$ cat config.mk
export PLATFORM = sky130hd
export DESIGN_NAME = uart_rx_fifo
export DESIGN_NICKNAME = d
export VERILOG_FILES = /design/src/rtl/uart_pkg.sv /design/src/rtl/uart_sync_fifo.sv /design/src/rtl/uart_rx_fifo.sv
export SDC_FILE = /design/constraint.sdc
export NUM_CORES = 1
export LEC_CHECK = 0
export BUFFER_PORTS_ARGS = -buffer_cell sky130_fd_sc_hd__buf_2
export CORE_AREA = 4 4 75 77
export CTS_CLUSTER_SIZE = 40
export DETAILED_ROUTE_END_ITERATION = 8
export DIE_AREA = 0 0 79 81
export PLACE_DENSITY = 0.76
export SYNTH_ARGS = -nofsm -noshare
export SYNTH_HDL_FRONTEND = slang
export SYNTH_SLANG_ARGS = --single-unit
export TNS_END_PERCENT = 1
$ cat constraint.sdc
create_clock -name clk -period 2.9 [get_ports clk]
set_clock_uncertainty 0.05 [all_clocks]
set_input_delay 0.145 -clock clk [delete_from_list [all_inputs] [get_ports clk]]
set_output_delay 0.145 -clock clk [all_outputs]
set_load 0.02 [all_outputs]
$ cat src/rtl/uart_pkg.sv
// Shared UART definitions: the parity mode encoding common to the rx and tx
// sides, the receiver FSM state encoding, and the expected-parity helper.
package uart_pkg;

  // Parity modes. The transmitter uses the same values, so a P setting means
  // the same thing on both ends of the link.
  localparam int PAR_NONE = 0;
  localparam int PAR_EVEN = 1;
  localparam int PAR_ODD  = 2;

  // Receiver deframing states.
  typedef enum logic [2:0] {
    RX_IDLE   = 3'd0,
    RX_START  = 3'd1,
    RX_DATA   = 3'd2,
    RX_PARITY = 3'd3,
    RX_STOP   = 3'd4,
    RX_BREAK  = 3'd5
  } rx_state_e;

  // Returns the parity bit a correct frame carries for this data byte.
  // Even parity makes the total count of ones even; odd makes it odd.
  function automatic logic expected_parity(input logic [7:0] data, input int mode);
    return (mode == PAR_ODD) ? ~^data : ^data;
  endfunction

endpackage

$ cat src/rtl/uart_sync_fifo.sv
// First-word-fall-through synchronous FIFO, 2**W entries of DW bits.
// The head word is presented combinationally from the registered read
// pointer and reads as zero while the FIFO is empty.
module uart_sync_fifo #(
  parameter int DW = 8,
  parameter int W  = 2
) (
  input  logic          clk,
  input  logic          reset,
  input  logic          wr_i,
  input  logic [DW-1:0] wdata_i,
  input  logic          rd_i,
  output logic [DW-1:0] rdata_o,
  output logic          empty_o,
  output logic          full_o,
  output logic [W:0]    count_o
);

  localparam int DEPTH = 2 ** W;

  logic [DW-1:0] mem_q [DEPTH];
  logic [W-1:0]  wr_ptr_q, wr_ptr_d;
  logic [W-1:0]  rd_ptr_q, rd_ptr_d;
  logic [W:0]    count_q,  count_d;
  logic          do_rd;
  logic          do_wr;

  // A pop on an empty FIFO is ignored. A push is accepted when there is room,
  // or when a pop in the same cycle frees the slot (full + push + pop).
  // An empty FIFO with push + pop only pushes; the byte shows up next cycle.
  assign do_rd = rd_i & ~empty_o;
  assign do_wr = wr_i & (~full_o | do_rd);

  // Occupancy never exceeds 2**W, so the top count bit alone means full.
  assign empty_o = (count_q == '0);
  assign full_o  = count_q[W];
  assign count_o = count_q;
  assign rdata_o = empty_o ? '0 : mem_q[rd_ptr_q];

  // Next pointer and occupancy values.
  always_comb begin
    wr_ptr_d = wr_ptr_q;
    rd_ptr_d = rd_ptr_q;
    count_d  = count_q;
    if (do_wr) wr_ptr_d = wr_ptr_q + W'(1);
    if (do_rd) rd_ptr_d = rd_ptr_q + W'(1);
    case ({do_wr, do_rd})
      2'b10:   count_d = count_q + (W+1)'(1);
      2'b01:   count_d = count_q - (W+1)'(1);
      default: count_d = count_q;
    endcase
  end

  // Pointer and occupancy registers.
  always_ff @(posedge clk) begin
    if (reset) begin
      wr_ptr_q <= '0;
      rd_ptr_q <= '0;
      count_q  <= '0;
    end else begin
      wr_ptr_q <= wr_ptr_d;
      rd_ptr_q <= rd_ptr_d;
      count_q  <= count_d;
    end
  end

  // Storage array; contents need no reset because the pointers define validity.
  always_ff @(posedge clk) begin
    if (do_wr) mem_q[wr_ptr_q] <= wdata_i;
  end

endmodule

$ cat src/rtl/uart_rx_fifo.sv
// UART receiver (8N1 / 8E1 / 8O1) feeding a first-word-fall-through FIFO.
// Holds the input synchroniser, bit timer, deframing FSM, shift register and
// sticky error flags; storage lives in uart_sync_fifo.
import uart_pkg::*;

module uart_rx_fifo #(
  parameter int P     = 0,
  parameter int W     = 2,
  parameter int TIMER = 5
) (
  input  logic         clk,
  input  logic         reset,
  input  logic         rx,
  input  logic         rd_i,
  input  logic         clr_err,
  output logic [7:0]   r_data,
  output logic         empty,
  output logic         full,
  output logic [W:0]   count,
  output logic         parity_err,
  output logic         frame_err,
  output logic         overrun
);

  localparam int TW = $clog2(TIMER);
  localparam logic [TW-1:0] T_LAST = TW'(TIMER - 1);
  localparam logic [TW-1:0] T_HALF = TW'(TIMER / 2);

  logic          rx_meta_q;
  logic          rx_s_q;
  logic          rx_prev_q;
  rx_state_e     state_q,  state_d;
  logic [TW-1:0] timer_q,  timer_d;
  logic [2:0]    bit_q,    bit_d;
  logic [7:0]    shift_q,  shift_d;
  logic          perr_q,   perr_d;
  logic          parity_err_q;
  logic          frame_err_q;
  logic          overrun_q;
  logic          tick;
  logic          push;
  logic          set_perr;
  logic          set_ferr;
  logic          set_ovr;

  // Two-flop synchroniser plus one delayed copy for start-edge detection.
  // Idle level is high so a reset never looks like a falling edge.
  always_ff @(posedge clk) begin
    if (reset) begin
      rx_meta_q <= 1'b1;
      rx_s_q    <= 1'b1;
      rx_prev_q <= 1'b1;
    end else begin
      rx_meta_q <= rx;
      rx_s_q    <= rx_meta_q;
      rx_prev_q <= rx_s_q;
    end
  end

  // After the mid-start-bit alignment, every TIMER clocks lands mid-bit.
  assign tick = (timer_q == T_LAST);

  // Deframing FSM: next state, bit timer, shift register and error events.
  always_comb begin
    state_d  = state_q;
    timer_d  = timer_q + TW'(1);
    bit_d    = bit_q;
    shift_d  = shift_q;
    perr_d   = perr_q;
    push     = 1'b0;
    set_perr = 1'b0;
    set_ferr = 1'b0;
    unique case (state_q)
      RX_IDLE: begin
        timer_d = '0;
        if (rx_prev_q && !rx_s_q) begin
          state_d = RX_START;
          perr_d  = 1'b0;
        end
      end
      RX_START: begin
        if (timer_q == T_HALF) begin
          timer_d = '0;
          if (rx_s_q) begin
            state_d = RX_IDLE;          // start bit did not hold: glitch
          end else begin
            state_d = RX_DATA;
            bit_d   = '0;
          end
        end
      end
      RX_DATA: begin
        if (tick) begin
          timer_d = '0;
          shift_d = {rx_s_q, shift_q[7:1]};   // LSB arrives first
          bit_d   = bit_q + 3'd1;
          if (bit_q == 3'd7) state_d = (P != PAR_NONE) ? RX_PARITY : RX_STOP;
        end
      end
      RX_PARITY: begin
        if (tick) begin
          timer_d = '0;
          if (rx_s_q != expected_parity(shift_q, P)) perr_d = 1'b1;
          state_d = RX_STOP;
        end
      end
      RX_STOP: begin
        if (tick) begin
          timer_d = '0;
          if (rx_s_q) begin
            if (perr_q) set_perr = 1'b1;
            else        push     = 1'b1;
            state_d = RX_IDLE;
          end else begin
            set_ferr = 1'b1;
            state_d  = RX_BREAK;        // hold here so a long low is one error
          end
        end
      end
      RX_BREAK: begin
        timer_d = '0;
        if (rx_s_q) state_d = RX_IDLE;
      end
      default: begin
        timer_d = '0;
        state_d = RX_IDLE;
      end
    endcase
  end

  // Deframing state registers; reset aborts any frame in flight.
  always_ff @(posedge clk) begin
    if (reset) begin
      state_q <= RX_IDLE;
      timer_q <= '0;
      bit_q   <= '0;
      shift_q <= '0;
      perr_q  <= 1'b0;
    end else begin
      state_q <= state_d;
      timer_q <= timer_d;
      bit_q   <= bit_d;
      shift_q <= shift_d;
      perr_q  <= perr_d;
    end
  end

  // A good byte is lost only when the FIFO is full and nothing is popped.
  assign set_ovr = push & full & ~rd_i;

  // Sticky error flags; a new error in the same cycle beats a clear.
  always_ff @(posedge clk) begin
    if (reset) begin
      parity_err_q <= 1'b0;
      frame_err_q  <= 1'b0;
      overrun_q    <= 1'b0;
    end else begin
      parity_err_q <= set_perr | (parity_err_q & ~clr_err);
      frame_err_q  <= set_ferr | (frame_err_q  & ~clr_err);
      overrun_q    <= set_ovr  | (overrun_q    & ~clr_err);
    end
  end

  assign parity_err = parity_err_q;
  assign frame_err  = frame_err_q;
  assign overrun    = overrun_q;

  uart_sync_fifo #(
    .DW (8),
    .W  (W)
  ) u_fifo (
    .clk     (clk),
    .reset   (reset),
    .wr_i    (push),
    .wdata_i (shift_q),
    .rd_i    (rd_i),
    .rdata_o (r_data),
    .empty_o (empty),
    .full_o  (full),
    .count_o (count)
  );

endmodule

==> flow_summary.toml <==
[run_status]
outcome = "finished, final reports clean"

[clocking]
cts_made_buffers = 9
clock_sink_count = 65
cts_setup_buffers = 0
clockRootBuffer = "clkbuf_8"
clk_latency_ns = 0.32
cts_tree = "built"
clk_pin_slew_ns = 0.07
htree_levels = 3
ctsResizeCount = 0
clockBufferDepth = 2

[power_and_ir_drop]
swShare_pct = 17.9
p_comb_share_pct = 1.2
internal_power_mw = 1.53
seqPwrFrac_pct = 51.6
ir_worst_vdd_mv = 0.356
power_density_nw_per_um2 = 573
p_switching_uw = 333
power_frac_clock_pct = 47.2
p_leak_nw = 1.13

[floorplanning]
die-area_sq_um = 6400
die_h_microns = 81
ios = 21
initial_core_util_pct = 56.9
floorplan.rows = 26
core_sq_um = 5010
die_w_microns = 79

[synthesis]
yosys-top-cells-area = "edfxtp_1 (34%), dfxtp_1 (23%), mux4_2 (6.3%)"
synth_top_area_share_pct = 33.7
async_reset_ff_share_pct = 0
ys_seq_area_share_pct = 56.9
synth_commonest_cells = "dfxtp_1 (33), edfxtp_1 (32), nor2_1 (25), nor2b_1 (13), xnor2_1 (12)"
syn_area_per_cell_sq_um = 12.6
syn_area_sq_um = 2850
yosys_register_bits = 65
yosysMostFrequentCell = "dfxtp_1"
synth_largest_area_cell = "edfxtp_1"
synth_warnings = 0
synth_cell_types = 40
syn_inst = 226
syn_nets = 242
ys.flop_type = "dfxtp_1"
synth_edf_count = 32

[timing]
fin_ws_ns = 0.514
fmax_mhz = 419
tightest_slew_ns = 0.554
period_share_pct = 82.3
fin_crit_ns = 2.39
max-slew-margin-rel_pct = 63.1
final_max_slew_viol_count = 0
rsz0062_at_grt = "no"
final_hold_viol_count = 0
totalNegativeSetupSlack_ns = 0
setup_viol = 0

[drt]
antenna_left = 0
drc = 0
routed_wl_mm = 4.36
via_per_inst = 5.17
wl_per_cell_microns = 13.4
drt-pass1-iter-count = 4
vias = 1679
drtIter0Drc = 95

[critical_path]
reg2reg_to = "u_fifo.count_o[2]"
critPathLaunchType = "flip-flop"
worst_ep_required_time_ns = 3.11
critPathKind = "flip-flop to flip-flop"
cp-end-kind = "flip-flop"
r2r_slack_ns = 0.51
worstPathArrival_ns = 2.59
r2r_start = "timer_q[0]"
cp-endpoint = "u_fifo.count_o[2]"
crit_start = "timer_q[0]"
reg2reg_depth = 12
cp_max_fo = 7

[hold_path]
min_path_type = "input port to flip-flop"

[placed_design]
port_buffers = 20
dp_cells = 308
dp_hpwl_mm = 2.95
gp_congestion = 0.781
dp_slack_ns = 0.521

[layout]
drive_above_1_share_pct = 21.6
antenna_cells = 0
area_growth_pct = 14.0
nets = 266
instances_no_fill = 325

[global_route]
grt_max_degree = 34
first_global_vias = 1621
grt_usage_pct = 15.8
overflow = 0
grt_pass1_wl_mm = 7.69
antenna_found_initial = 0

[flow_run]
cap_violations = 0
==> critical path: stages (launching register included) <==
cell     delay [ns]
dfxtp_1        0.35
inv_1          0.07
ha_1           0.22
and2_4         0.18
nand4_2        0.12
nor3_4         0.07
inv_1          0.07
ha_1           0.17
inv_1          0.06
fa_1           0.37
xor2_1         0.16
or3_1          0.30
a21oi_1        0.13
==> worst min path at each step <==
stage	startpoint	endpoint	slack, ns	cells after the start
floorplan	rx	rx_meta_q	0.20	1
global placement	rx	rx_meta_q	0.28	2
detailed placement	rx	rx_meta_q	0.28	2
CTS	clr_err	parity_err	0.03	4
global route	clr_err	parity_err	0.07	4
finish	clr_err	parity_err	0.05	4
==> state kept, by name, summed over array words and instances (netlist names), 2 cells and up, named ones only <==
| signal | count |
|---|---|
| state_q | 3 |
| u_fifo.mem_q | 32 |
| u_fifo.wr_ptr_q | 2 |
| bit_q | 3 |
| u_fifo.rd_ptr_q | 2 |
| timer_q | 3 |
| shift_q | 8 |
| u_fifo.count_o | 3 |
==> cells in the final DEF (no fill, tap or decap), drive strengths merged <==
cell	netlist	final
dfxtp	33	33
and3b	1	1
a22oi	4	4
clkbuf	4	9
a21oi	8	8
nor2	26	26
clkinvlp	0	1
nand2b	3	3
o22ai	1	1
or3	3	3
fa	1	1
inv	10	10
buf	7	23
mux4	8	8
nand4	2	2
nor3	2	2
o21ai	3	3
a211oi	1	1
or2	3	3
nand2	8	8
and2	6	6
nand4b	2	2
o41ai	1	1
dlygate4sd3	0	1
a211o	1	1
a21o	1	1
mux2i	10	10
o221ai	1	1
nor3b	1	1
nor4	3	3
xnor2	12	12
bufinv	0	3
edfxtp	32	32
nor2b	13	13
xor2	3	3
ha	10	10
a2bb2oi	1	1
clkinv	0	3
a32oi	1	1
==> power groups by stage <==
stage	Sequential, mW	Clock, mW	Combinational (mW)
5_1_grt	0.960	0.938	0.0261
3_3_place_gp	0.980	0	0.0222
3_5_place_dp	0.980	0	0.0223
2_1_floorplan	0.977	0	0.0186
6_report	0.960	0.878	0.0231
4_1_cts	0.960	0.895	0.0235
==> layout make-up <==
type	count	area [sq um]
sequential	65	1620
tap	70	87.6
clock buffer	9	124
clock inverter	7	109
fill	400	1760
multi-input combinational	140	1130
inverter	10	37.5
timing repair buffer	24	133
==> per-layer routing <==
layer / wire length [microns] / track usage, % / part of all wire (%) / up-vias
met5: 0 / 0 / 0 / -
met4: 109 / 8.25 / 2.5 / 0
met3: 134 / 3.33 / 3.1 / 12
met2: 2160 / 26.4 / 50 / 24
met1: 1950 / 19.4 / 45 / 793
li1: - / - / - / 850
==> stage by stage <==
stage	util (%)	hold slack [ns]	total power [mW]	cell area (sq um)
after floorplan	-	0.199	0.996	2850
after global placement	60.0	0.280	1.00	3000
after detailed placement	60.0	0.284	1.00	3000
after CTS	64.8	0.0322	1.88	3250
after global routing	64.8	0.0729	1.92	3250
final	64.8	0.0455	1.86	3250
==> logic make-up (layout without fill, tap and decap cells) <==
group,Yosys count,count (layout),synth area share [%]
and+or+nand+nor,73,73,14.6
adders and majority gates,11,11,5.09
xor gates and xnor gates,15,15,4.61
DFF,65,65,56.9
buffers and inverters,21,50,3.25
muxes,18,18,9.84
AOI/OAI and AO/OA,23,23,5.67
==> what timing repair did <==
action / CTS / global route
hold buffers: 1 / 0
hold endpoints to repair: 1 / 0
endpoints found under the setup margin: 0 / 0
Power figures use the tool's default switching activity.
